--- src/rtl/ex_mul_seq.sv ---
// ----------------------------------------------------------------------------
// ex_mul_seq
//
// Iterative shift-add multiplier for the execute stage. It computes an
// unsigned WIDTH x WIDTH product in WIDTH cycles. It does this by borrowing
// the existing ALU adder: the block drives the ALU operands and opcode, then
// takes back the sum and carry from that same add.
//
// Ports
//   clk, rst_n        clock, asynchronous active-low reset
//   start, flush      multiply request / synchronous abort (flush wins)
//   op_a, op_b        multiplicand / multiplier, sampled on accept
//   alu_A, alu_B      ALU operands (partial high word, gated multiplicand)
//   alu_op, alu_Cin   constant unsigned-add opcode, carry-in tied low
//   alu_out, alu_cout ALU sum and carry of the add driven above
//   busy              high while iterating
//   stall             holds the pipeline: busy or a request accepted now
//   done              one-cycle pulse when the product is ready
//   prod_hi, prod_lo  product halves, held until the next accept
//   dbg_state         current FSM state, for observation only
//
// Handshake: start is a request qualified by the FSM state. It is accepted
// in the same cycle it is seen, but only if the FSM is in IDLE or DONE and
// flush is low. A start that arrives while busy is dropped; it is not queued.
// The upstream pipeline must hold while stall=1. It advances on the done
// cycle unless a new request is accepted in that same cycle.
// ----------------------------------------------------------------------------
module ex_mul_seq #(
    parameter int          WIDTH  = 16,
    parameter logic [3:0]  ADD_OP = 4'b0100,
    // Must be at least clog2(WIDTH)+1 so the counter can reach WIDTH-1.
    parameter int          CNT_W  = 5
) (
    input  logic             clk,
    input  logic             rst_n,
    input  logic             start,
    input  logic             flush,
    input  logic [WIDTH-1:0] op_a,
    input  logic [WIDTH-1:0] op_b,
    output logic [WIDTH-1:0] alu_A,
    output logic [WIDTH-1:0] alu_B,
    output logic [3:0]       alu_op,
    output logic             alu_Cin,
    input  logic [WIDTH-1:0] alu_out,
    input  logic             alu_cout,
    output logic             busy,
    output logic             stall,
    output logic             done,
    output logic [WIDTH-1:0] prod_hi,
    output logic [WIDTH-1:0] prod_lo,
    output logic [1:0]       dbg_state
);

    localparam logic [1:0] S_IDLE = 2'd0;
    localparam logic [1:0] S_RUN  = 2'd1;
    localparam logic [1:0] S_DONE = 2'd2;

    localparam logic [CNT_W-1:0] LAST_CNT = CNT_W'(WIDTH - 1);

    logic [1:0]       state_q, state_d;
    logic [WIDTH-1:0] m_q, m_d;
    logic [WIDTH-1:0] p_q, p_d;
    logic [WIDTH-1:0] q_q, q_d;
    logic [CNT_W-1:0] cnt_q, cnt_d;
    logic             accept;

    assign accept = start && !flush && ((state_q == S_IDLE) || (state_q == S_DONE));

    // Only add the multiplicand when the current multiplier bit is set.
    // Otherwise the ALU just passes P through with cout=0, so the iteration
    // becomes a plain shift.
    assign alu_A   = p_q;
    assign alu_B   = q_q[0] ? m_q : '0;
    assign alu_op  = ADD_OP;
    assign alu_Cin = 1'b0;

    assign busy      = (state_q == S_RUN);
    assign done      = (state_q == S_DONE);
    assign stall     = busy || accept;
    assign prod_hi   = p_q;
    assign prod_lo   = q_q;
    assign dbg_state = state_q;

    always_comb begin
        state_d = state_q;
        m_d     = m_q;
        p_d     = p_q;
        q_d     = q_q;
        cnt_d   = cnt_q;

        if (flush) begin
            // The partial P/Q contents are left as they are. Only the
            // sequencing is abandoned.
            state_d = S_IDLE;
        end else if (accept) begin
            m_d     = op_a;
            q_d     = op_b;
            p_d     = '0;
            cnt_d   = '0;
            state_d = S_RUN;
        end else begin
            case (state_q)
                S_RUN: begin
                    // {cout, sum, Q} shifted right by one. The bit that
                    // drops out of the sum becomes the new top bit of Q.
                    p_d   = {alu_cout, alu_out[WIDTH-1:1]};
                    q_d   = {alu_out[0], q_q[WIDTH-1:1]};
                    cnt_d = cnt_q + CNT_W'(1);
                    if (cnt_q == LAST_CNT) begin
                        state_d = S_DONE;
                    end
                end
                S_DONE: begin
                    state_d = S_IDLE;
                end
                default: begin
                    // IDLE holds. The unused encoding recovers to IDLE.
                    state_d = S_IDLE;
                end
            endcase
        end
    end

    always_ff @(posedge clk or negedge rst_n) begin
        if (!rst_n) begin
            state_q <= S_IDLE;
            m_q     <= '0;
            p_q     <= '0;
            q_q     <= '0;
            cnt_q   <= '0;
        end else begin
            state_q <= state_d;
            m_q     <= m_d;
            p_q     <= p_d;
            q_q     <= q_d;
            cnt_q   <= cnt_d;
        end
    end

endmodule

--- config.mk ---
export PLATFORM = sky130hd
export DESIGN_NAME = ex_mul_seq
export DESIGN_NICKNAME = d
export VERILOG_FILES = /design/src/rtl/ex_mul_seq.sv
export SDC_FILE = /design/constraint.sdc
export NUM_CORES = 1
export LEC_CHECK = 0
export ABC_AREA = 1
export BUFFER_PORTS_ARGS = -buffer_cell sky130_fd_sc_hd__buf_2
export CAP_MARGIN = 5
export CORE_MARGIN = 5
export CORE_UTILIZATION = 46
export DETAILED_ROUTE_END_ITERATION = 10
export PLACE_DENSITY = 0.88
export SLEW_MARGIN = 20
export SYNTH_ARGS = -nofsm -noshare
export SYNTH_HDL_FRONTEND = slang
export SYNTH_SLANG_ARGS = --single-unit
--- constraint.sdc ---
create_clock -name clk -period 1.4 [get_ports clk]
set_input_delay 0.07 -clock clk [delete_from_list [all_inputs] [get_ports clk]]
set_output_delay 0.07 -clock clk [all_outputs]
set_load 0.1 [all_outputs]
**Yosys cells after proc, flatten, opt, wreduce, memory -nomap -nowiden**

Index checks and enable logic that the tools add are counted.

- Muxes and demuxes: 11
- Reduce and logical (&&, ||, !) cells: 9
- Add/subtract/negate cells: 1
- Equality and inequality tests: 4
- Bitwise logic cells: 1

Operator list:

| kind | number |
|---|---|
| 16-bit 2-to-1 mux | 5 |
| 5-bit 2-to-1 mux | 2 |
| 2-bit 2-to-1 mux | 4 |
| 5-bit by 1-bit adder with 5-bit output (second input constant) | 1 |
| 5-bit by 4-bit equality test with 1-bit output (second input constant) | 1 |
| 4-bit by 2-bit != test with 1-bit output (second input constant) | 1 |
| 2-bit AND reduction | 2 |
| 2-bit by 1-bit equality test with 1-bit output (second input constant) | 1 |
| 2-bit equality test (second input constant) | 1 |
| 1-bit logical AND | 2 |
| 2-bit logical NOT | 1 |
| 1-bit logical OR | 2 |
| 2-bit nonzero test | 1 |
| 1-bit logical NOT | 1 |
| 1-bit inverter | 1 |

- Logic and storage cells: 31
- Output and inout bits: 74
- Bits of input ports: 53
- Register bits: 55

**Depth between registers and ports, before layout**

Gate-level depths: netlist (run 1).

- Depth after elaboration: 5
- Gate-level depth with buffers: 7
- Depth with buffers taken out: 6

**Worst setup path before layout (run 1)**

No wires, ideal clock.

- Path type: register to output
- Start: reg state_q[1] (netlist: dbg_state[1])
- End: out done
- Cell stages (with the launch flop): 3
- Arrival: 2356 ps
- Slack: -1026 ps
- Path through: dfrtp_1 > inv_1 > nor2_1

- Cells in the longest elaborated chain, start to end: 1

RTL lines:

| element | RTL line | RTL |
|---|---|---|
| start: declaration | 60 | `logic [1:0] state_q, state_d;` |
| start signal: assignment | 132 | `state_q <= state_d;` |
| 2-bit equality test | 78 | `assign done = (state_q == S_DONE);` |
| end: declaration | 48 | `output logic done,` |

No other way between the ends.

**Worst setup path in the final report (run 1)**

- Start: reg state_q[0] (netlist: dbg_state[0])
- End: out stall

- Cells in the longest elaborated chain, start to end: 4
- Elaborated cells between the ends (all ways): 6
- Those cells by class: 2 x eq/ne; 4 x reduce/logical

RTL lines:

| element | RTL line | RTL |
|---|---|---|
| 2-bit equality test / 2-bit logical NOT (equally long branches) | 67 | `assign accept = start && !flush && ((state_q == S_IDLE) \|\| (state_q == S_DONE));` |
| 1-bit logical OR | 67 |  |
| 1-bit logical AND | 67 |  |
| 1-bit logical OR (*) | 79 | `assign stall = busy \|\| accept;` |
| end: declaration | 47 | `output logic stall,` |

Mark *: on every way between the ends. The rest lies on a longest branch, timed or not.

==> results.yml, run 1 <==
pwr:
  total_power_uw: 7680
  p_leak_uw: 0.00228
  power.density_nw_per_um2: 1750
  ir_drop_uv: 1350
clock_network:
  clkLatencyLatePin_ns: 0.30
  cts_buffers: 5
  cts_tree: "done"
  cts.path.max_buffers: 2
  cts_sinks: 55
  ctsRootBufferMaster: "clkbuf_8"
  clkTransAtPathRegs_ns: 0.09
  h-tree-depth: 2
placement:
  place_congestion: 0.820
  dpl.hpwl_mm: 5.24
  place_area_um2: 3630
  dp.cells: 495
  port_buffers: 121
  post-place-ws_ns: 0.0706
synthesis:
  synthTopCellsByArea: "dfrtp_1 52%, nand2_1 22%, buf_4 7.0%"
  syn_area_per_cell_um2: 8.14
  synth.distinct_cells: 22
  synthesis.area_um2: 2660
  synth_top_area_cell: "dfrtp_1"
  synth.top_cell.area_share: 0.517
  synth.yosys.seq_area_share: 0.517
  syn_inst: 327
  synth-seq-cells: 55
  yosys_warnings: 0
floorplanning:
  die_y_um: 86.1
  die_w_um: 86.1
  ios: 127
  dieArea_um2: 7410
  fp-row-count: 27
  core-area_um2: 5570
  initial_core_util: 0.478
global_routing:
  overflow: 0
  track_usage: 0.214
  grt_max_degree: 33
  grt_pass1_vias: 2721
  grt_pass1_wl_mm: 12.6
  antenna_found_initial: 0
critical_path:
  crit_arrival_ns: 1.36
  crit_chain: "nor2_4, nand2_4, buf_8, nand2_8, buf_12"
  cp_num_buf_inv: 2
  crit_required_ns: 1.33
  worstSetupEndpointType: "primary output"
  cp-start-kind: "register"
  r2r_slack_ns: 0.05
  worstSetupPathType: "reg -> out"
  path_max_fanout: 4
  cp_top_family: "flip-flops"
  crit_path_top_delay_cell: "dfrtp_4"
  slowest_delay_ns: 0.51
outcome:
  status: "complete, but fails checks"
  violations: "negative setup slack"
timing:
  rsz0062_at_grt: "yes"
  period_share: 1.02
  worst_clock_skew_ns: 0.00876
  finalSetupViolCount: 6
  setup_ws_ns: -0.0324
  max_freq_mhz: 698
  final_hold_viol_count: 0
  period_needed_ns: 1.43
  finalMaxSlewViolations: 0
route:
  drt-total-wl_mm: 8.53
  dr_total_vias: 2713
  wire_per_inst_um: 15.3
  drc_errors: 0
  drtIter0Drc: 149
  drt_pre_antenna_iters: 4
  ant_nets: 0
  viasPerCell: 4.85
cells_and_area:
  mostFrequentLayoutCells: "138 x nand2_1, 100 x buf_2, 47 x dlygate4sd3_1"
  final_util: 0.790
  diodes: 0
  fin_area_um2: 4400
  fin_nets: 541
  finalNonFillerCells: 559
  syn2layout_area_growth_pct: 65.3
  mostFrequentLayoutCell: "nand2_1"
  layout-drive-gt1-share: 0.433
hold_path:
  hp-class: "in -> reg"
job:
  maxCapViolCount: 0
-- layout make-up --
class,instances,area (um^2)
Timing Repair Buffer,186,1600
Inverter,26,179
Clock buffer,5,68.8
Clock inverter,3,20.0
Sequential cell,55,1410
Multi-Input combinational cell,212,1040
Tap cell,72,90.1
Fill cell,351,1170
-- state kept, by name, summed over array words and instances, names as in the netlist --
register,cells
alu_A,16
m_q,16
prod_lo,16
cnt_q,5
dbg_state,2
-- worst register-to-register path, delay by kind of cell, from the launching register on --
family / cells / cell delay [ns]
flops: 1 / 0.51
simple gates: 4 / 0.37
buf+inv: 2 / 0.37
-- final timing paths --
path                       cells past startpoint                     end                     start
hold / removal                                 3  prod_lo[4]$_DFFE_PN0P_                   op_b[4]
setup / recovery                               5                   stall  dbg_state[0]$_DFFE_PN0P_
hold reg to reg                                2    alu_A[9]$_DFFE_PN0P_      alu_A[9]$_DFFE_PN0P_
min in group asynchronous                      3   alu_A[15]$_DFFE_PN0P_                     rst_n
setup reg to reg                               6  prod_lo[0]$_DFFE_PN0P_  dbg_state[0]$_DFFE_PN0P_
max in group asynchronous                      3  prod_lo[0]$_DFFE_PN0P_                     rst_n
-- repair_timing --
action,4_1_cts,5_1_grt
buffers inserted,1,7
gates cloned,0,1
resized for setup,7,24
endpoints found under the setup margin,8,64
hold buffers,47,0
pin swaps,2,3
endpoints found under the hold margin,101,0
-- kinds of logic after synthesis --
family,synth area share
and+or+nand+nor,0.309
AOI/OAI and AO/OA,0.00799
DFF,0.517
buffers and inverters,0.154
other,0.00282
adders and majority gates,0.00940
-- through the flow --
stage	TNS [ns]	hold slack, ns
after global routing	-0.759	0.0260
final	-0.0706	0.00942
after CTS	-0.110	0.000638
after global placement	0	0.0696
after detailed placement	0	0.0770
after floorplan	-0.936	-0.226
-- per-layer routing --
metal | GRT usage | vias up | part of all wire
met5 | 0 | - | 0
met4 | 0.0791 | 0 | 0.024
met3 | 0.0355 | 18 | 0.048
met2 | 0.399 | 112 | 0.56
met1 | 0.242 | 1303 | 0.37
li1 | - | 1280 | -
-- cells in the mapped netlist --
cell type  count
inv_1         24
buf_2          1
buf_6         10
nor2_2         1
clkbuf_1       1
conb_1         2
nor2_4         1
dfrtp_1       55
nand2_2        1
inv_4          1
o22ai_1        1
nand4_2        1
nand3b_1       1
nand3_1       33
nor2_1         5
o21ai_1        2
inv_2          1
nand2_1      157
a21oi_1        1
or2_2          1
ha_1           2
buf_4         25
-- power breakdown --
group	leakage (uW)	internal, uW	total (uW)	switching, uW
Combinational	0.00157	1080	4610	3540
Sequential	0.000675	1920	2210	288
Clock	0.0000402	349	863	513
No activity file was read; power rests on OpenSTA's default activity.
==> inputs of run 2 (changes only) <==
- BUFFER_PORTS_ARGS: -buffer_cell sky130_fd_sc_hd__buf_2 -> -buffer_cell sky130_fd_sc_hd__clkbuf_2
- RECOVER_POWER: unset -> 50
==> run 2 against run 1 <==
The flow still finishes with violations (negative setup slack). Die area did not move. Register-to-register slack improved by 0.03 ns. Flip-flop and latch count did not move. Final cell count fell by 0.18%. Critical path depth fell by 1. Sequential power barely moved. Design area did not move. Hold slack improved by 0.0034 ns. Via count fell by 1.5%.
==> results.yml, run 2 (same netlist as run 1, synthesis figures left out) <==
pwr:
  ir_drop_uv: 1440
  power.density_nw_per_um2: 1750
  p_leak_uw: 0.00231
timing:
  worst_pin_slew_ns: 1.01
  maxSlewHeadroom: 0.329
  finalSetupViolCount: 5
  rsz0062_at_grt: "yes"
  finalMaxSlewViolations: 0
  final_hold_viol_count: 0
  period_needed_ns: 1.45
  max_freq_mhz: 692
  setup_ws_ns: -0.0452
  worst_clock_skew_ns: 0.00367
  period_share: 1.03
  hold_ws_ns: 0.0129
route:
  wire_per_inst_um: 14.7
  drt-total-wl_mm: 8.18
  drt_pre_antenna_iters: 5
  ant_nets: 0
  drtIter0Drc: 103
  viasPerCell: 4.79
  dr_total_vias: 2673
  drc_errors: 0
cells_and_area:
  mostFrequentLayoutCell: "nand2_1"
  layout-drive-gt1-share: 0.432
  finalNonFillerCells: 558
  fin_nets: 540
  mostFrequentLayoutCells: "136 x nand2_1, 98 x clkbuf_2, 47 x dlygate4sd3_1"
  diodes: 0
  syn2layout_area_growth_pct: 65.3
global_routing:
  antenna_found_initial: 0
  grt_max_degree: 40
  grt_pass1_vias: 2663
  grt_pass1_wl_mm: 12.6
  overflow: 0
  track_usage: 0.215
clock_network:
  cts.path.max_buffers: 2
  clkTransAtPathRegs_ns: 0.09
  ctsRootBufferMaster: "clkbuf_8"
  cts_tree: "done"
  cts_sinks: 55
  h-tree-depth: 2
  cts_buffers: 5
  clkLatencyLatePin_ns: 0.30
critical_path:
  crit_chain: "buf_4, nand2_8, clkinvlp_4, buf_12"
  cp-start-kind: "register"
  crit_required_ns: 1.33
  path_max_fanout: 3
  regToRegStartpoint: "dbg_state[0]$_DFFE_PN0P_"
  crit_arrival_ns: 1.38
  worstSetupEndpointType: "primary output"
  r2r-end: "alu_A[8]$_DFFE_PN0P_"
  reg2reg_depth: 7
  worstSetupPathType: "reg -> out"
  r2r_slack_ns: 0.08
  crit_path_top_delay_cell: "dfrtp_4"
  slowest_delay_ns: 0.51
floorplanning:
  fp-row-count: 27
  ios: 127
  initial_core_util: 0.478
  dieArea_um2: 7410
  die_y_um: 86.1
  die_w_um: 86.1
  core-area_um2: 5570
hold_path:
  hold_end: "alu_A[8]$_DFFE_PN0P_"
  hp-class: "in -> reg"
  worstHoldStart: "alu_out[9]"
  min_path_cells: 3
outcome:
  violations: "negative setup slack"
  status: "complete, but fails checks"
job:
  maxCapViolCount: 0
placement:
  place_congestion: 0.823
  port_buffers: 121
  dp.cells: 494
  dpl.hpwl_mm: 5.24
run 2: cell count changes in the layout (fill, tap and decap cells not counted), sizes merged:
cell | before | now
clkbuf | 6 | 106
buf | 138 | 39
clkinvlp | 19 | 17
run 2: cell type report:
| type | instances | area (um^2) |
|---|---|---|
| tap | 72 | 90.1 |
| sequential | 55 | 1410 |
| inverter | 26 | 176 |
| multi-input combinational | 212 | 1070 |
| fill | 366 | 1170 |
| clock buffer | 7 | 86.3 |
| timing repair buffer | 185 | 1570 |
| clock inverter | 1 | 5.00 |
run 2: layer usage:
layer,vias to the layer above,GRT usage,part of all wire
li1,1279,-,-
met1,1263,0.236,0.34
met2,112,0.413,0.57
met3,19,0.0384,0.066
met4,0,0.0676,0.023
met5,-,0,0
run 2: worst max-delay path by stage:
stage / from / end / slack [ns] / cells after the start
6_report: dbg_state[0]$_DFFE_PN0P_ / busy / -0.05 / 4
4_1_cts: dbg_state[0]$_DFFE_PN0P_ / busy / -0.05 / 4
5_1_grt: dbg_state[0]$_DFFE_PN0P_ / stall / -0.09 / 5
3_3_place_gp: cnt_q[0]$_DFFE_PN0P_ / cnt_q[4]$_DFFE_PN0P_ / 0.13 / 5
2_1_floorplan: prod_lo[0]$_DFFE_PN0P_ / alu_B[10] / -0.09 / 4
3_5_place_dp: dbg_state[0]$_DFFE_PN0P_ / alu_A[8]$_DFFE_PN0P_ / 0.06 / 6
run 2: power by group:
part | total, uW | switching, uW | internal [uW]
Sequential | 2230 | 311 | 1920
Clock | 888 | 488 | 400
Combinational | 4590 | 3530 | 1050
run 2: what timing repair did:
action	CTS	global route
pin swaps	2	2
hold buffers	47	0
setup endpoints to repair	8	67
hold endpoints to repair	62	0
setup buffers	5	5
gates resized for setup	4	32
run 2: worst max-delay path, delay by kind of cell (launching register included):
kind                   cells  cell delay (ns)
AND/OR/NAND/NOR            1             0.10
buffers and inverters      3             0.46
flip-flops                 1             0.51
run 2: stage by stage:
step                      total power, uW  worst slack [ns]  setup TNS [ns]  instance area, um^2  utilization
after floorplan                      5640           -0.0936          -0.936                 2870            -
after global placement               6370             0.135               0                 3620        0.650
after detailed placement             6450            0.0649               0                 3620        0.650
after CTS                            7460           -0.0502          -0.130                 4240        0.760
after global routing                 7990           -0.0875          -0.704                 4400        0.790
final                                7700           -0.0452          -0.116                 4400        0.790
==> inputs of run 3 (changes only) <==
- SKIP_LAST_GASP: unset -> 1
==> run 3 against run 2 <==
The run still ends with negative setup slack left. Count of clock-buffer cells in the layout unchanged. Global-route usage is the same. Final cell count unchanged. Sequential share of layout area is 0.33 points higher. Via count grew 0.22%. Non-clock buffer count unchanged. Power fell by 0.88%. Clock skew increased by 0.0022 ns. Critical path type unchanged.
==> results.yml, run 3 (same netlist as run 1, synthesis figures left out) <==
cells_and_area:
  fill_cells: 371
  mostFrequentLayoutCell: "nand2_1"
  mostFrequentLayoutCells: "136 x nand2_1, 98 x clkbuf_2, 47 x dlygate4sd3_1"
  fin_nets: 540
  layout-drive-gt1-share: 0.432
  syn2layout_area_growth_pct: 63.6
  fin_area_um2: 4360
  diodes: 0
route:
  wire_per_inst_um: 14.3
  dr_total_vias: 2679
  top_layer: "met4"
  drtIter0Drc: 84
  drt_pre_antenna_iters: 4
  ant_nets: 0
  drt-total-wl_mm: 7.99
  wl_met2_mm: 4.56
  viasPerCell: 4.80
  drc_errors: 0
  met3_wirelength_um: 572
  wl_met1_mm: 2.68
timing:
  max_freq_mhz: 690
  final_hold_viol_count: 0
  finalMaxSlewViolations: 0
  period_needed_ns: 1.45
  finalSetupViolCount: 4
  setup_ws_ns: -0.0488
  worst_pin_slew_ns: 1.01
  worst_clock_skew_ns: 0.00587
  maxSlewHeadroom: 0.328
  tns_ns: -0.109
  rsz0062_at_grt: "yes"
  period_share: 1.03
clock_network:
  cts_buffers: 5
  cts_sinks: 55
  h-tree-depth: 2
  cts.path.max_buffers: 2
  ctsRootBufferMaster: "clkbuf_8"
  cts_tree: "done"
  clkTransAtPathRegs_ns: 0.09
  clkLatencyLatePin_ns: 0.30
pwr:
  p_leak_uw: 0.00224
  power.density_nw_per_um2: 1750
  ir_drop_uv: 1440
global_routing:
  overflow: 0
  grt_max_degree: 40
  track_usage: 0.215
  grt_pass1_wl_mm: 12.6
  grt_pass1_vias: 2663
  antenna_found_initial: 0
floorplanning:
  initial_core_util: 0.478
  dieArea_um2: 7410
  ios: 127
  core-area_um2: 5570
  fp-row-count: 27
  die_w_um: 86.1
  die_y_um: 86.1
critical_path:
  crit_arrival_ns: 1.38
  path_max_fanout: 3
  cp-start-kind: "register"
  crit_required_ns: 1.33
  worstSetupEndpointType: "primary output"
  worstSetupPathType: "reg -> out"
placement:
  place_congestion: 0.823
  dpl.hpwl_mm: 5.24
  place_area_um2: 3620
  port_buffers: 121
outcome:
  violations: "negative setup slack"
  status: "complete, but fails checks"
hold_path:
  hp-class: "in -> reg"
job:
  maxCapViolCount: 0
-- run 3: cell counts in the layout (fill, tap and decap cells not counted) --
No cell type changed its count.
-- run 3: worst max-delay path: stages (launching register included) --
cell,delay [ns]
dfrtp_4,0.51
buf_4,0.18
nand2_8,0.10
clkinvlp_4,0.11
buf_12,0.17
-- run 3: report_power, final --
part	switching [uW]	internal, uW	total (uW)
clock	491	400	891
sequential	290	1920	2210
combinational	3500	1040	4540
-- run 3: final timing paths --
kind                                           from                     to  slack [ns]  depth (start not counted)
max in group asynchronous                     rst_n  alu_A[14]$_DFFE_PN0P_        0.20                          3
setup / recovery           dbg_state[0]$_DFFE_PN0P_                   busy       -0.05                          4
hold / removal                           alu_out[9]   alu_A[8]$_DFFE_PN0P_        0.01                          3
setup reg to reg           dbg_state[0]$_DFFE_PN0P_   alu_A[8]$_DFFE_PN0P_        0.08                          7
hold reg to reg               alu_A[15]$_DFFE_PN0P_  alu_A[15]$_DFFE_PN0P_        0.50                          2
min in group asynchronous                     rst_n     m_q[9]$_DFFE_PN0P_        0.45                          2
-- run 3: timing repair --
item | CTS | global route
cloned | 0 | 0
hold endpoints to repair | 62 | 0
hold buffers | 47 | 0
setup buffers | 5 | 5
pin swaps | 2 | 2
setup endpoints to repair | 8 | 67
gates resized for setup | 3 | 25
-- run 3: layout make-up --
type / instances / area (um^2) / area share
timing repair buffer: 185 / 1570 / 0.360
sequential: 55 / 1410 / 0.323
multi-input combinational: 212 / 1020 / 0.234
inverter: 26 / 176 / 0.0405
tap: 72 / 90.1 / 0.0207
clock buffer: 7 / 86.3 / 0.0198
clock inverter: 1 / 5.00 / 0.00115
-- run 3: routing by layer --
layer | GRT usage | up-vias
met2 | 0.413 | 115
met1 | 0.236 | 1266
met3 | 0.0384 | 18
li1 | - | 1280
met4 | 0.0676 | 0
met5 | 0 | -
-- run 3: stage by stage --
step / power (uW) / setup WS (ns) / utilization / cells / hold WS [ns]
global placement: 6370 / 0.135 / 0.650 / 494 / 0.0291
floorplan: 5640 / -0.0936 / - / 330 / -0.226
detailed placement: 6450 / 0.0649 / 0.650 / 494 / 0.0369
global route: 7930 / -0.0896 / 0.782 / 558 / 0.0112
CTS: 7460 / -0.0502 / 0.759 / 554 / 0.00918
finish: 7640 / -0.0488 / 0.782 / 558 / 0.0130
